--- src/rtl/game_round_ctrl_if.sv ---
// Signal bundle between the round sequencer and its neighbours: keypad/tick
// logic, random-number source, comparator and 7-segment display driver.
// The sequencer uses the slave view; whatever drives the keypad, timebase
// and random source uses the master view.
interface game_round_ctrl_if;
  // Control and timebase
  logic        start;
  logic        tick;

  // Random-number source handshake
  logic        rand_req;
  logic        rand_valid;
  logic [13:0] rand_in;

  // Keypad
  logic        key_valid;
  logic [3:0]  key_digit;
  logic        enter;

  // Display, result and game status
  logic [13:0] target;
  logic        show_target;
  logic [13:0] user_val;
  logic [2:0]  digit_cnt;
  logic        result_valid;
  logic        correct;
  logic [7:0]  score;
  logic [2:0]  lives;
  logic        game_over;

  modport master (
    output start, tick, rand_valid, rand_in, key_valid, key_digit, enter,
    input  rand_req, target, show_target, user_val, digit_cnt,
           result_valid, correct, score, lives, game_over
  );

  modport slave (
    input  start, tick, rand_valid, rand_in, key_valid, key_digit, enter,
    output rand_req, target, show_target, user_val, digit_cnt,
           result_valid, correct, score, lives, game_over
  );
endinterface

--- src/rtl/game_round_ctrl.sv ---
// Round sequencer for the memorization game: fetch a target, show it for a
// fixed number of ticks, collect a keypad entry, compare it, and keep score
// and lives. Every output comes straight from a flop; the combinational
// block computes the next value of each register.
module game_round_ctrl #(
  parameter int SHOW_TICKS  = 3,  // ticks the target stays visible (1..15)
  parameter int MAX_DIGITS  = 4,  // digits accepted per entry (1..4)
  parameter int START_LIVES = 3   // lives loaded at game start (1..7)
) (
  input  logic             clk,
  input  logic             rst,
  game_round_ctrl_if.slave bus
);

  typedef enum logic [2:0] {
    IDLE  = 3'd0,
    GEN   = 3'd1,
    SHOW  = 3'd2,
    ENTRY = 3'd3,
    CHECK = 3'd4,
    OVER  = 3'd5
  } state_t;

  localparam logic [3:0]  LAST_TICK  = 4'(SHOW_TICKS - 1);
  localparam logic [2:0]  DIGIT_MAX  = 3'(MAX_DIGITS);
  localparam logic [2:0]  LIVES_INIT = 3'(START_LIVES);
  localparam logic [13:0] TARGET_MAX = 14'd9999;
  localparam logic [13:0] WRAP       = 14'd10000;

  state_t      state_q, state_d;
  logic [3:0]  tick_cnt_q, tick_cnt_d;
  logic        rand_req_q, rand_req_d;
  logic [13:0] target_q, target_d;
  logic        show_q, show_d;
  logic [13:0] user_val_q, user_val_d;
  logic [2:0]  digit_cnt_q, digit_cnt_d;
  logic        result_valid_q, result_valid_d;
  logic        correct_q, correct_d;
  logic [7:0]  score_q, score_d;
  logic [2:0]  lives_q, lives_d;
  logic        over_q, over_d;

  logic        key_ok;
  logic        match;

  // A key counts only in ENTRY-relevant form: a decimal digit with room left.
  assign key_ok = bus.key_valid && (bus.key_digit <= 4'd9) && (digit_cnt_q < DIGIT_MAX);
  assign match  = (user_val_q == target_q);

  // State register with synchronous reset.
  // NOTE: sequential state uses non-blocking assignments so every flop
  // samples the pre-edge values regardless of statement order.
  always_ff @(posedge clk) begin
    if (rst) state_q <= IDLE;
    else     state_q <= state_d;
  end

  // Next-state and next-register logic for the whole round.
  // NOTE: every signal written here gets a default first, so no path leaves
  // a value unassigned and no latch is inferred.
  always_comb begin
    state_d        = state_q;
    tick_cnt_d     = tick_cnt_q;
    target_d       = target_q;
    user_val_d     = user_val_q;
    digit_cnt_d    = digit_cnt_q;
    correct_d      = correct_q;
    score_d        = score_q;
    lives_d        = lives_q;
    result_valid_d = 1'b0;

    case (state_q)
      IDLE, OVER: begin
        if (bus.start) begin
          state_d   = GEN;
          score_d   = 8'd0;
          lives_d   = LIVES_INIT;
          correct_d = 1'b0;
        end
      end

      GEN: begin
        if (bus.rand_valid) begin
          // Fold the 14-bit raw value into 0..9999 with one subtraction.
          target_d    = (bus.rand_in <= TARGET_MAX) ? bus.rand_in : bus.rand_in - WRAP;
          tick_cnt_d  = 4'd0;
          user_val_d  = 14'd0;
          digit_cnt_d = 3'd0;
          state_d     = SHOW;
        end
      end

      SHOW: begin
        if (bus.tick) begin
          if (tick_cnt_q == LAST_TICK) state_d = ENTRY;
          else                         tick_cnt_d = tick_cnt_q + 4'd1;
        end
      end

      ENTRY: begin
        if (key_ok) begin
          user_val_d  = user_val_q * 14'd10 + {10'd0, bus.key_digit};
          digit_cnt_d = digit_cnt_q + 3'd1;
        end
        // Uses the post-key count so a digit arriving with enter is included.
        if (bus.enter && (digit_cnt_d != 3'd0)) state_d = CHECK;
      end

      CHECK: begin
        result_valid_d = 1'b1;
        correct_d      = match;
        if (match) begin
          if (score_q != 8'hFF) score_d = score_q + 8'd1;
          state_d = GEN;
        end else begin
          lives_d = lives_q - 3'd1;
          state_d = (lives_d == 3'd0) ? OVER : GEN;
        end
      end

      default: state_d = IDLE;
    endcase

    // Request a new target only on the first cycle spent in GEN.
    rand_req_d = (state_d == GEN) && (state_q != GEN);
    show_d     = (state_d == SHOW);
    over_d     = (state_d == OVER);
  end

  // Datapath and output registers; all outputs are driven from here.
  always_ff @(posedge clk) begin
    if (rst) begin
      tick_cnt_q     <= 4'd0;
      rand_req_q     <= 1'b0;
      target_q       <= 14'd0;
      show_q         <= 1'b0;
      user_val_q     <= 14'd0;
      digit_cnt_q    <= 3'd0;
      result_valid_q <= 1'b0;
      correct_q      <= 1'b0;
      score_q        <= 8'd0;
      lives_q        <= 3'd0;
      over_q         <= 1'b0;
    end else begin
      tick_cnt_q     <= tick_cnt_d;
      rand_req_q     <= rand_req_d;
      target_q       <= target_d;
      show_q         <= show_d;
      user_val_q     <= user_val_d;
      digit_cnt_q    <= digit_cnt_d;
      result_valid_q <= result_valid_d;
      correct_q      <= correct_d;
      score_q        <= score_d;
      lives_q        <= lives_d;
      over_q         <= over_d;
    end
  end

  assign bus.rand_req     = rand_req_q;
  assign bus.target       = target_q;
  assign bus.show_target  = show_q;
  assign bus.user_val     = user_val_q;
  assign bus.digit_cnt    = digit_cnt_q;
  assign bus.result_valid = result_valid_q;
  assign bus.correct      = correct_q;
  assign bus.score        = score_q;
  assign bus.lives        = lives_q;
  assign bus.game_over    = over_q;

endmodule

--- src/flat_wrapper.sv ---
// flat-port wrapper written by rule: the top's interface ports become plain ports
module game_round_ctrl_flat 
#(
  parameter int SHOW_TICKS  = 3,                                           
  parameter int MAX_DIGITS  = 4,                                     
  parameter int START_LIVES = 3                                       
)
  (clk, rst, bus_start, bus_tick, bus_rand_valid, bus_rand_in, bus_key_valid, bus_key_digit, bus_enter, bus_rand_req, bus_target, bus_show_target, bus_user_val, bus_digit_cnt, bus_result_valid, bus_correct, bus_score, bus_lives, bus_game_over);
  game_round_ctrl_if bus_i ();
  input  logic clk;
  input  logic rst;
  input wire logic [$bits(bus_i.start)-1:0] bus_start;
  input wire logic [$bits(bus_i.tick)-1:0] bus_tick;
  input wire logic [$bits(bus_i.rand_valid)-1:0] bus_rand_valid;
  input wire logic [$bits(bus_i.rand_in)-1:0] bus_rand_in;
  input wire logic [$bits(bus_i.key_valid)-1:0] bus_key_valid;
  input wire logic [$bits(bus_i.key_digit)-1:0] bus_key_digit;
  input wire logic [$bits(bus_i.enter)-1:0] bus_enter;
  output wire logic [$bits(bus_i.rand_req)-1:0] bus_rand_req;
  output wire logic [$bits(bus_i.target)-1:0] bus_target;
  output wire logic [$bits(bus_i.show_target)-1:0] bus_show_target;
  output wire logic [$bits(bus_i.user_val)-1:0] bus_user_val;
  output wire logic [$bits(bus_i.digit_cnt)-1:0] bus_digit_cnt;
  output wire logic [$bits(bus_i.result_valid)-1:0] bus_result_valid;
  output wire logic [$bits(bus_i.correct)-1:0] bus_correct;
  output wire logic [$bits(bus_i.score)-1:0] bus_score;
  output wire logic [$bits(bus_i.lives)-1:0] bus_lives;
  output wire logic [$bits(bus_i.game_over)-1:0] bus_game_over;
  assign bus_i.start = bus_start;
  assign bus_i.tick = bus_tick;
  assign bus_i.rand_valid = bus_rand_valid;
  assign bus_i.rand_in = bus_rand_in;
  assign bus_i.key_valid = bus_key_valid;
  assign bus_i.key_digit = bus_key_digit;
  assign bus_i.enter = bus_enter;
  assign bus_rand_req = bus_i.rand_req;
  assign bus_target = bus_i.target;
  assign bus_show_target = bus_i.show_target;
  assign bus_user_val = bus_i.user_val;
  assign bus_digit_cnt = bus_i.digit_cnt;
  assign bus_result_valid = bus_i.result_valid;
  assign bus_correct = bus_i.correct;
  assign bus_score = bus_i.score;
  assign bus_lives = bus_i.lives;
  assign bus_game_over = bus_i.game_over;
  game_round_ctrl #(.SHOW_TICKS(SHOW_TICKS), .MAX_DIGITS(MAX_DIGITS), .START_LIVES(START_LIVES)) u_core (.clk(clk), .rst(rst), .bus(bus_i));
endmodule
--- config.mk ---
export PLATFORM = sky130hd
export DESIGN_NAME = game_round_ctrl_flat
export DESIGN_NICKNAME = d
export VERILOG_FILES = /design/src/rtl/game_round_ctrl_if.sv /design/src/rtl/game_round_ctrl.sv /design/src/flat_wrapper.sv
export SDC_FILE = /design/constraint.sdc
export NUM_CORES = 1
export LEC_CHECK = 0
export CORE_MARGIN = 2
export CORE_UTILIZATION = 52
export CTS_CLUSTER_SIZE = 20
export DETAILED_ROUTE_END_ITERATION = 12
export PLACE_DENSITY = 0.81
export SYNTH_ARGS = -nofsm -noshare
export SYNTH_HDL_FRONTEND = slang
export SYNTH_SLANG_ARGS = --single-unit
export TNS_END_PERCENT = 10
--- constraint.sdc ---
create_clock -name clk -period 3.6 [get_ports clk]
set_input_delay 0.36 -clock clk [delete_from_list [all_inputs] [get_ports clk]]
set_output_delay 0.36 -clock clk [all_outputs]
set_load 0.03 [all_outputs]
# After elaboration in Yosys (flattened, before gate mapping)
# Cells that the tools add are included.
[totals] word_cells=90 reg_bits=54 input_bits=25
[classes] mux=30 n_addsub=6 reduce_logical=18 eq_ne=20 n_mul=1 magnitude_cmp=3
[ops] cell="14-bit 2-to-1 mux" count=3
[ops] cell="3-bit 2-to-1 mux" count=12
[ops] cell="14-bit case mux with 2 select lines" count=1
[ops] cell="8-bit 2-to-1 mux" count=3
[ops] cell="8-bit case mux with 2 select lines" count=1
[ops] cell="3-bit case mux with 5 select lines" count=1
[ops] cell="14-bit by 4-bit adder with 14-bit output" count=1
[ops] cell="14-bit == test" count=1
[ops] cell="14-bit less-or-equal comparator, second input constant" count=1
[ops] cell="14-bit by 3-bit multiplier with 13-bit output, second input constant" count=1
[ops] cell="14-bit subtractor, second input constant" count=1
[ops] cell="4-bit 2-to-1 mux" count=3
[ops] cell="3-bit case mux with 2 select lines" count=2
[ops] cell="2-bit inequality test, second input constant" count=5
[ops] cell="3-bit by 2-bit == test with 1-bit output, second input constant" count=3
[ops] cell="3-bit == test, second input constant" count=3
[ops] cell="8-bit by 1-bit adder with 8-bit output, second input constant" count=1
[ops] cell="8-bit inequality test, second input constant" count=1
[ops] cell="4-bit case mux with 2 select lines" count=1
[ops] cell="4-bit AND reduction" count=2
[ops] cell="3-bit by 1-bit == test with 1-bit output, second input constant" count=2
[ops] cell="3-bit zero test" count=2
[ops] cell="2-bit by 1-bit inequality test with 1-bit output, second input constant" count=3
[ops] cell="2-bit AND reduction" count=3
[ops] cell="other kinds (14)" count=21

# Longest topological paths before layout
# Gate-level depths: netlist (run 1).
[depth] ltp_word=11 depth_mapped=11

# Worst setup path before layout (run 1)
# Ideal clock, no wire load.
[synth_timing] path_type="register -> register" startpoint="reg u_core.user_val_q[1], in the netlist u_core.bus.user_val[1]" endpoint="reg u_core.user_val_q[13], in the netlist u_core.bus.user_val[13]" path_stages_with_launch=12 synth_period_minus_slack_ps=3055 arrival_ps=2937 n_path_buf=0 setup_slack_ps=545 required_time_ps=3483 cell_sequence="dfxtp_1 ha_1 ha_1 inv_1 fa_1 nand2b_1 a21oi_2 xor2_2 nand3_4 nor4_4 xnor3_1 a32o_1"
[synth_via] elab_chain_len=4
[synth_lines] element="start: declaration" line="game_round_ctrl.sv:35" source="logic [13:0] user_val_q, user_val_d;"
[synth_lines] element="start signal: assignment" line="game_round_ctrl.sv:149" source="user_val_q <= user_val_d;"
[synth_lines] element="14-bit by 3-bit multiplier with 13-bit output" line="game_round_ctrl.sv:102" source="user_val_d = user_val_q * 14'd10 + {10'd0, bus.key_digit};"
[synth_lines] element="14-bit by 4-bit adder with 14-bit output" line="game_round_ctrl.sv:102"
[synth_lines] element="14-bit 2-to-1 mux" line="game_round_ctrl.sv:101" source="if (key_ok) begin"
[synth_lines] element="14-bit case mux with 2 select lines" line="game_round_ctrl.sv:72" source="case (state_q)"
# Every way passes these cells. The select of a mux whose other input is x is not followed.
# A chain may end at the register's enable or synchronous reset.

# Worst setup path in the final report (run 1)
# Ends and elaborated chain as after synthesis.

==> impl_metrics.env, run 1 <==
export IMPL_synthArstFlopShare_pct=0
export IMPL_cts_num_sinks=54
export IMPL_worstSetupStartpointType="register"
export IMPL_yosysTopAreaCell="dfxtp_1"
export IMPL_status="finished clean"
export IMPL_fin_skew_ns=0.01011
export IMPL_p_int_mw=0.9058
export IMPL_required_ns=3.81
export IMPL_drt_first_pass_iters=6
export IMPL_avgSynthCellArea_sq_um=8.480
export IMPL_maxCapViolations=0
export IMPL_slew_headroom_pct=31.38
export IMPL_syn_to_final_growth_pct=25.04
export IMPL_cts_repair_resize_count=0
export IMPL_grt_total_usage_pct=23.86
export IMPL_nets=533
export IMPL_synth_commonest_cells="dfxtp_1, nand2_1, nor2_1"
export IMPL_overflow=0
export IMPL_drive_above_1_share_pct=6.092
export IMPL_rsz0062_at_grt="no"
export IMPL_antenna_found_initial=0
export IMPL_seq_area_frac_synth_pct=31.17
export IMPL_power_frac_clock_pct=32.7
export IMPL_hp_class="reg2reg"
export IMPL_post_drt_wl_per_cell_um=15.47
export IMPL_netlist_area_leader_share_pct=31.17
export IMPL_cts_setup_buffers=0
export IMPL_gr_usage_met2_pct=40.41
export IMPL_cts_tree="built"
export IMPL_routed_wl_mm=8.557
export IMPL_criticalPathCategory="reg2reg"
export IMPL_grt_pass1_wl_mm=14.21
export IMPL_synth_fp_nets=466
export IMPL_initial_core_util_pct=54.31
export IMPL_pwr_share_seq_pct=50.9
export IMPL_grt_met3_usage_pct=3.754
export IMPL_tightest_slew_ns=1.026
export IMPL_fin_crit_ns=3.105
export IMPL_cts_hold_buf=0
export IMPL_gp_congestion=0.9055
export IMPL_ys_types=59
export IMPL_fmax_mhz=322.1
export IMPL_clockBufferDepth=2
export IMPL_synth_edf_count=0
export IMPL_ir_drop_v=0.0001811
export IMPL_ys_ff_latch=54
export IMPL_std_cell_rows=29
export IMPL_syn_inst=409
export IMPL_grt_pass1_vias=3043
export IMPL_dp_hpwl_mm=6.617
export IMPL_comb_power_share_pct=16.4
export IMPL_finalHoldViolCount=0
export IMPL_leakagePower_nw=1.686
export IMPL_crit_fanout=6
export IMPL_post_route_period_util_pct=86.25
export IMPL_cts_root_buf="clkbuf_8"
export IMPL_postRouteAntennaNets=0
export IMPL_vias_per_cell=5.848
export IMPL_die_w_um=85.67
export IMPL_power_switching_mw=0.3322
export IMPL_worstSetupEndpointType="register"
export IMPL_io_pins=72
export IMPL_path_clk_slew_ns=0.10
export IMPL_clk_latency_ns=0.31
export IMPL_vias=3234
export IMPL_grt_max_degree=26
export IMPL_final_max_slew_viol_count=0
export IMPL_synthFlopType="dfxtp_1"
export IMPL_pre_cts_slack_ns=0.4905
export IMPL_setup_viol=0
export IMPL_drtIter0Drc=179
export IMPL_netlist_area_sq_um=3468
export IMPL_num_antenna_cells=0
export IMPL_fp_dieArea_sq_um=7339
export IMPL_busiest_layer="met2"
export IMPL_synth_area_leaders="dfxtp_1, ha_1, xnor2_1"
export IMPL_drc_errors=0
export IMPL_power_density_nw_per_um2=285.5
export IMPL_met1_usage_pct=31.55
export IMPL_cts_buffers_inserted=5
export IMPL_ys_warn_count=0
export IMPL_fp_coreArea_sq_um=6386
export IMPL_post_synth_top_count_cell="dfxtp_1"
export IMPL_dieHeight_um=85.67
export IMPL_portBuffers=71
export IMPL_cp_arrival_ns=3.31
export IMPL_switching_share_pct=26.83
export IMPL_htreeDepth=2
export IMPL_setup_tns_ns=0
export IMPL_fin_ws_ns=0.4949
critical path, stage by stage (launching register included):
cell	delay [ns]
dfxtp_1	0.40
ha_1	0.32
ha_1	0.16
inv_1	0.06
fa_1	0.39
nand2b_1	0.20
a211oi_2	0.27
or3_2	0.19
nand4_2	0.16
nor4_4	0.31
xnor3_1	0.33
a32o_1	0.21
logic make-up after synthesis:
group / after synthesis / synth area share (%)
buffers and inverters: 28 / 3.608
AO/OA/AOI/OAI: 86 / 16.59
adder cells (fa/ha/maj): 32 / 11.98
AND/OR/NAND/NOR: 161 / 23.74
multiplexers: 4 / 1.190
flip-flops: 54 / 31.17
XOR/XNOR: 44 / 11.72
power groups by stage:
stage | Sequential, mW | Combinational, mW | Clock, mW
3_3_place_gp | 0.643 | 0.197 | 0
5_1_grt | 0.632 | 0.220 | 0.432
2_1_floorplan | 0.662 | 0.0999 | 0
3_5_place_dp | 0.644 | 0.202 | 0
4_1_cts | 0.630 | 0.204 | 0.408
6_report | 0.630 | 0.203 | 0.405
per-layer routing:
layer  vias up  wire length, um  share of wire (%)
met5         -                0                  0
met4         0              113                1.3
met3        11              373                4.4
met2        84             4083                 48
met1      1543             3987                 47
li1       1596                -                  -
cell type report:
cell class | count | area [sq um]
multi-input cells | 327 | 2262
repair buffers | 75 | 740.7
flip-flops and latches | 54 | 1081
well taps | 77 | 96.34
clock inverters | 2 | 38.79
clock buffers | 5 | 68.82
fillers | 501 | 2049
inverters | 13 | 48.80
cells in the final DEF (no fill, tap or decap), types with 4 or more instances in the layout:
cell type / netlist / routed
a211oi_1: 12 / 12
a21o_1: 6 / 6
a21oi_1: 31 / 31
and2_1: 5 / 5
buf_4: 0 / 4
clkbuf_8: 2 / 5
clkdlybuf4s50_1: 0 / 71
dfxtp_1: 54 / 54
ha_1: 30 / 30
inv_1: 13 / 13
nand2_1: 43 / 43
nand2b_1: 7 / 7
nand3_1: 29 / 29
nand4_1: 7 / 7
nor2_1: 35 / 35
nor3_1: 9 / 9
o21ai_0: 10 / 10
xnor2_1: 30 / 30
xor2_1: 12 / 12
registers in the layout, summed over array words and instances, names as in the netlist, 3 cells and up:
signal,count
u_core.bus.digit_cnt,3
u_core.tick_cnt_q,4
u_core.bus.user_val,14
u_core.bus.target,14
u_core.bus.score,8
u_core.state_q,3
u_core.bus.lives,3
through the flow:
stage	hold slack, ns	util, %	power [mW]	instances	area, sq um
2_1_floorplan	0.4459	-	0.7619	409	3468
3_3_place_gp	0.4693	66.22	0.8402	546	4229
3_5_place_dp	0.4764	66.22	0.8459	546	4229
4_1_cts	0.5016	67.91	1.241	553	4337
5_1_grt	0.5324	67.91	1.284	553	4337
6_report	0.4999	67.91	1.238	553	4337
path summary, 6_finish.rpt:
path / startpoint / endpoint / slack (ns) / cells after the start
max: u_core.bus.user_val[1] / u_core.bus.user_val[13] / 0.49 / 11
min: u_core.bus.target[12] / u_core.bus.target[12] / 0.50 / 2
max reg2reg: u_core.bus.user_val[1] / u_core.bus.user_val[13] / 0.49 / 11
min reg2reg: u_core.bus.target[12] / u_core.bus.target[12] / 0.50 / 2
Note: power is estimated with default switching activity, not from simulation.
==> run 2, diff against run 1 <==
--- a/config.mk
+++ b/config.mk
@@ -6,10 +6,10 @@
 export NUM_CORES = 1
 export LEC_CHECK = 0
 export CORE_MARGIN = 2
-export CORE_UTILIZATION = 52
+export CORE_UTILIZATION = 47
 export CTS_CLUSTER_SIZE = 20
 export DETAILED_ROUTE_END_ITERATION = 12
-export PLACE_DENSITY = 0.81
+export PLACE_DENSITY = 0.77
 export SYNTH_ARGS = -nofsm -noshare
 export SYNTH_HDL_FRONTEND = slang
 export SYNTH_SLANG_ARGS = --single-unit
==> constraint.sdc (replaced) <==
create_clock -name clk -period 2.8 [get_ports clk]
set_input_delay 0.28 -clock clk [delete_from_list [all_inputs] [get_ports clk]]
set_output_delay 0.28 -clock clk [all_outputs]
set_load 0.03 [all_outputs]
==> run 2 against run 1 <==
Worst hold slack worse by 0.0054 ns. Wire length increased by 5.5%. Critical endpoint unchanged. Largest cell class unchanged. Highest routed layer unchanged. Clock-buffer cell count is the same. Combinational power is 30% higher. Critical path type unchanged. Via count grew 0.62%. First-iteration DRC count is 25% lower. Fmax rose by 11%. Final area increased by 6.4%. Sequential share of layout area down 1.3 points. The run now ends with negative setup slack left. Critical path depth shrank 2.
==> impl_metrics.env, run 2 (synthesized netlist as in run 1, its figures left out) <==
export IMPL_die_w_um=89.91
export IMPL_criticalPathCategory="reg2reg"
export IMPL_final_cell_area_sq_um=4616
export IMPL_routed_wl_mm=9.031
export IMPL_crit_chain="buf_4, ha_1, ha_1, and4_1, o2111ai_2, o211ai_2, nor4_4, xnor3_1, a32o_1"
export IMPL_fin_util_pct=63.98
export IMPL_nets=556
export IMPL_crit_path_frequent_cell="ha_1"
export IMPL_overflow=0
export IMPL_clk_latency_ns=0.31
export IMPL_layoutNonFillerInstCount=599
export IMPL_fin_crit_ns=2.807
export IMPL_syn_to_final_growth_pct=33.08
export IMPL_whs_ns=0.4945
export IMPL_drive_above_1_share_pct=13.60
export IMPL_initial_core_util_pct=48.07
export IMPL_path_depth=9
export IMPL_postRouteAntennaNets=0
export IMPL_slew_headroom_pct=58.44
export IMPL_violations="negative setup slack"
export IMPL_critPathTopFamily="adder cells"
export IMPL_seq_area_sq_um=1090
export IMPL_gp_congestion=0.8619
export IMPL_ff2ff_setup_slack_ns=-0.007
export IMPL_fp_coreArea_sq_um=7214
export IMPL_setup_viol=1
export IMPL_grt_max_degree=24
export IMPL_fin_ws_ns=-0.006776
export IMPL_grt_pass1_wl_mm=14.70
export IMPL_cts_buffers_inserted=5
export IMPL_drt_first_pass_iters=4
export IMPL_grt_pass1_vias=3135
export IMPL_crit_path_start="u_core.bus.user_val[3]"
export IMPL_drc_errors=0
export IMPL_cts_num_sinks=54
export IMPL_fmax_mhz=356.3
export IMPL_dp_cells=584
export IMPL_status="finished, violations left"
export IMPL_dieHeight_um=89.91
export IMPL_cp_buffers_inverters=1
export IMPL_dpl_cell_area_sq_um=4404
export IMPL_std_cell_rows=31
export IMPL_cts_tree="built"
export IMPL_cts_root_buf="clkbuf_8"
export IMPL_final_max_slew_viol_count=0
export IMPL_ir_drop_v=0.0002369
export IMPL_multiInputGateArea_sq_um=2352
export IMPL_maxCapViolations=0
export IMPL_required_ns=3.01
export IMPL_crit_path_max_incr_delay_ns=0.39
export IMPL_post_route_period_util_pct=100.2
export IMPL_fin_skew_ns=0.009430
export IMPL_worstSetupStartpointType="register"
export IMPL_dp_hpwl_mm=6.905
export IMPL_clockBufferDepth=2
export IMPL_antenna_found_initial=0
export IMPL_htreeDepth=2
export IMPL_worstReg2RegStart="u_core.bus.user_val[3]"
export IMPL_path_clk_slew_ns=0.10
export IMPL_num_antenna_cells=0
export IMPL_critPathCapture="u_core.bus.user_val[13]"
export IMPL_post_drt_wl_per_cell_um=15.08
export IMPL_cts_hold_buf=0
export IMPL_crit_fanout=4
export IMPL_cp_arrival_ns=3.02
export IMPL_final_cell_mix="clkdlybuf4s50_1, dfxtp_1, nand2_1, nor2_1, a21oi_1"
export IMPL_power_density_nw_per_um2=327.8
export IMPL_fillers=639
export IMPL_portBuffers=71
export IMPL_finalHoldViolCount=0
export IMPL_reg2reg_to="u_core.bus.user_val[13]"
export IMPL_drtIter0Drc=135
export IMPL_hp_class="reg2reg"
export IMPL_layout_commonest_cell="clkdlybuf4s50_1"
export IMPL_cp_slowest_cell="ha_1"
export IMPL_hold_depth=2
export IMPL_fp_dieArea_sq_um=8083
export IMPL_vias_per_cell=5.432
export IMPL_vias=3254
export IMPL_tightest_slew_ns=0.6233
export IMPL_leakagePower_nw=1.825
export IMPL_grt_total_usage_pct=21.56
export IMPL_worst_r2r_path_depth=9
export IMPL_io_pins=72
export IMPL_worstSetupEndpointType="register"
[run 2: cell type report]
class	count	share of cell area (%)
Multi-Input combinational cell	327	50.96
Sequential cell	54	23.61
Timing Repair Buffer	98	19.79
Tap cell	99	2.684
Clock buffer	5	1.491
Inverter	13	1.057
Clock inverter	3	0.4066
[run 2: how the worst min path moves through the flow]
stage	from	endpoint	slack [ns]
5_1_grt	u_core.bus.target[5]	u_core.bus.target[5]	0.52
2_1_floorplan	rst	u_core.state_q[2]	0.37
6_report	u_core.bus.target[5]	u_core.bus.target[5]	0.49
3_5_place_dp	u_core.bus.target[5]	u_core.bus.target[5]	0.49
3_3_place_gp	u_core.bus.target[1]	u_core.bus.target[1]	0.48
4_1_cts	u_core.bus.target[5]	u_core.bus.target[5]	0.50
[run 2: power breakdown]
group | switching, mW | total [mW] | internal (mW)
clock | 0.264 | 0.441 | 0.177
combinational | 0.146 | 0.264 | 0.118
sequential | 0.0223 | 0.809 | 0.786
[run 2: worst min-delay path: cells and delay by family (launching register included)]
| kind | cells | cell delay, ns |
|---|---|---|
| AOI/OAI and AO/OA | 1 | 0.05 |
| DFF | 1 | 0.35 |
| and+or+nand+nor | 1 | 0.06 |
[run 2: repair_timing]
| item | 4_1_cts | 5_1_grt |
|---|---|---|
| setup endpoints to repair | 1 | 2 |
| pin swaps | 4 | 7 |
| resized for setup | 1 | 13 |
| cloned | 0 | 0 |
| setup buffers | 2 | 5 |
| endpoints found under the hold margin | 0 | 0 |
[run 2: metrics by stage]
| stage | worst slack (ns) | power [mW] | TNS, ns |
|---|---|---|---|
| 2_1_floorplan | 0.04137 | 0.9787 | 0 |
| 3_3_place_gp | 0.04622 | 1.083 | 0 |
| 3_5_place_dp | -0.06812 | 1.090 | -0.06812 |
| 4_1_cts | 0.03129 | 1.518 | 0 |
| 5_1_grt | -0.05626 | 1.577 | -0.05626 |
| 6_report | -0.006776 | 1.513 | -0.006776 |
[run 2: metal layers]
layer  GRT usage (%)  wire, um
met1           28.07      4053
met2           37.63      4467
met3           2.347       402
met4           6.795       108
met5               0         0
==> run 3, diff against run 2 <==
--- a/config.mk
+++ b/config.mk
@@ -6,10 +6,10 @@
 export NUM_CORES = 1
 export LEC_CHECK = 0
 export CORE_MARGIN = 2
-export CORE_UTILIZATION = 47
+export CORE_UTILIZATION = 52
 export CTS_CLUSTER_SIZE = 20
 export DETAILED_ROUTE_END_ITERATION = 12
-export PLACE_DENSITY = 0.77
+export PLACE_DENSITY_LB_ADDON = 0.2
 export SYNTH_ARGS = -nofsm -noshare
 export SYNTH_HDL_FRONTEND = slang
 export SYNTH_SLANG_ARGS = --single-unit
==> constraint.sdc (replaced) <==
create_clock -name clk -period 3.02 [get_ports clk]
set_input_delay 0.302 -clock clk [delete_from_list [all_inputs] [get_ports clk]]
set_output_delay 0.302 -clock clk [all_outputs]
set_load 0.03 [all_outputs]
==> run 3 against run 2 <==
The run now ends clean. Worst hold slack worse by 0.0028 ns. Global-route usage up 2.6 points. Via count down 1.8%. Clock power up 13%. Highest routed layer unchanged. Critical path type unchanged. Combinational power down 8.0%. Clock skew down 0.0033 ns. First-iteration DRC count up 13%. Largest power group unchanged. Critical path depth up 2. Utilization up 5.6 points. Largest cell class unchanged. Total power down 1.3%. Fmax down 2.7%.
==> impl_metrics.env, run 3 (synthesized netlist as in run 1, its figures left out) <==
export IMPL_status="finished clean"
export IMPL_required_ns=3.24
export IMPL_drive_above_1_share_pct=9.202
export IMPL_worstSetupEndpointType="register"
export IMPL_slew_headroom_pct=50.67
export IMPL_cts_root_buf="clkbuf_8"
export IMPL_post_drt_wl_per_cell_um=15.01
export IMPL_drt_first_pass_iters=4
export IMPL_comb_power_share_pct=16.3
export IMPL_routed_wl_mm=8.493
export IMPL_clk_latency_ns=0.31
export IMPL_leakagePower_nw=1.773
export IMPL_crit_fanout=3
export IMPL_ir_drop_v=0.0002852
export IMPL_drc_errors=0
export IMPL_fin_skew_ns=0.006129
export IMPL_setup_viol=0
export IMPL_postRouteAntennaNets=0
export IMPL_io_pins=72
export IMPL_htreeDepth=2
export IMPL_layoutNonFillerInstCount=566
export IMPL_drtIter0Drc=152
export IMPL_std_cell_rows=29
export IMPL_cts_num_sinks=54
export IMPL_layout_commonest_cell="clkdlybuf4s50_1"
export IMPL_dp_hpwl_mm=6.609
export IMPL_power_density_nw_per_um2=336.0
export IMPL_antenna_found_initial=0
export IMPL_tightest_slew_ns=0.7376
export IMPL_grt_pass1_wl_mm=14.47
export IMPL_cts_tree="built"
export IMPL_fp_dieArea_sq_um=7339
export IMPL_grt_pass1_vias=3105
export IMPL_total_power_mw=1.494
export IMPL_cts_buffers_inserted=5
export IMPL_rsz0062_at_grt="no"
export IMPL_power_frac_clock_pct=33.5
export IMPL_final_max_slew_viol_count=0
export IMPL_initial_core_util_pct=54.31
export IMPL_power_switching_mw=0.4067
export IMPL_portBuffers=71
export IMPL_syn_to_final_growth_pct=28.17
export IMPL_fillers=525
export IMPL_gp_congestion=0.9063
export IMPL_pwr_share_seq_pct=50.2
export IMPL_post_route_period_util_pct=95.51
export IMPL_grt_max_degree=25
export IMPL_num_antenna_cells=0
export IMPL_dieHeight_um=85.67
export IMPL_fp_coreArea_sq_um=6386
export IMPL_setup_tns_ns=0
export IMPL_maxCapViolations=0
export IMPL_clockBufferDepth=2
export IMPL_vias=3195
export IMPL_nets=545
export IMPL_criticalPathCategory="reg2reg"
export IMPL_grt_total_usage_pct=24.12
export IMPL_final_cell_mix="clkdlybuf4s50_1, dfxtp_1, nand2_1, nor2_1, a21oi_1"
export IMPL_cp_arrival_ns=3.10
export IMPL_finalHoldViolCount=0
export IMPL_switching_share_pct=27.23
export IMPL_p_int_mw=1.087
export IMPL_vias_per_cell=5.645
export IMPL_hp_class="reg2reg"
export IMPL_fin_crit_ns=2.884
export IMPL_die_w_um=85.67
export IMPL_path_clk_slew_ns=0.10
export IMPL_fmax_mhz=346.7
export IMPL_whs_ns=0.4917
export IMPL_overflow=0
export IMPL_worstSetupStartpointType="register"
export IMPL_dp_cells=557
[run 3: cell count changes in the layout (fill, tap and decap cells not counted), sizes merged]
cell,before,now
bufinv,0,1
clkinv,2,1
buf,27,16
[run 3: per-stage QoR]
| stage | area, sq um | utilization [%] | setup WS [ns] |
|---|---|---|---|
| finish | 4446 | 69.61 | 0.1357 |
| global route | 4446 | 69.61 | 0.009989 |
| floorplan | 3470 | - | 0.006416 |
| detailed placement | 4313 | 67.54 | 0.04080 |
| global placement | 4313 | 67.54 | 0.1187 |
| CTS | 4425 | 69.30 | 0.02903 |
[run 3: area by class of cell]
class / instances / area [sq um] / area share, %
flip-flops and latches: 54 / 1084 / 24.37
clock buffers: 5 / 68.82 / 1.548
clock inverters: 3 / 43.79 / 0.9851
well taps: 77 / 96.34 / 2.167
multi-input cells: 327 / 2273 / 51.14
inverters: 13 / 48.80 / 1.098
repair buffers: 87 / 830.8 / 18.69
[run 3: worst paths after layout]
kind                               start  slack, ns  depth (start not counted)                      end
setup reg to reg  u_core.bus.user_val[1]       0.14                         11  u_core.bus.user_val[13]
setup / recovery  u_core.bus.user_val[1]       0.14                         11  u_core.bus.user_val[13]
hold / removal      u_core.bus.target[5]       0.49                          2     u_core.bus.target[5]
hold reg to reg     u_core.bus.target[5]       0.49                          2     u_core.bus.target[5]
[run 3: layer usage]
metal,GRT usage [%],share of wire (%),vias up
met2,40.41,49,75
met5,0,0,-
li1,-,-,1616
met1,33.03,47,1497
met3,3.657,3.7,7
met4,5.195,0.75,0
[run 3: critical path: stages (launching register included)]
cell,delay [ns]
dfxtp_2,0.33
ha_1,0.28
ha_1,0.17
inv_1,0.05
fa_1,0.39
nand2b_4,0.17
a211oi_2,0.29
or3_4,0.19
nand4_2,0.16
nor4_4,0.31
xnor3_1,0.25
a32o_1,0.22
[run 3: power groups by stage]
stage	Clock [mW]	Sequential (mW)	Combinational (mW)
4_1_cts	0.510	0.750	0.244
5_1_grt	0.535	0.754	0.266
2_1_floorplan	0	0.789	0.119
3_5_place_dp	0	0.766	0.242
3_3_place_gp	0	0.766	0.238
6_report	0.500	0.750	0.243
[run 3: repair_timing]
item	CTS	global route
endpoints found under the hold margin	0	0
endpoints found under the setup margin	0	1
resized for setup	0	3
hold buffers	0	0
setup buffers	0	1
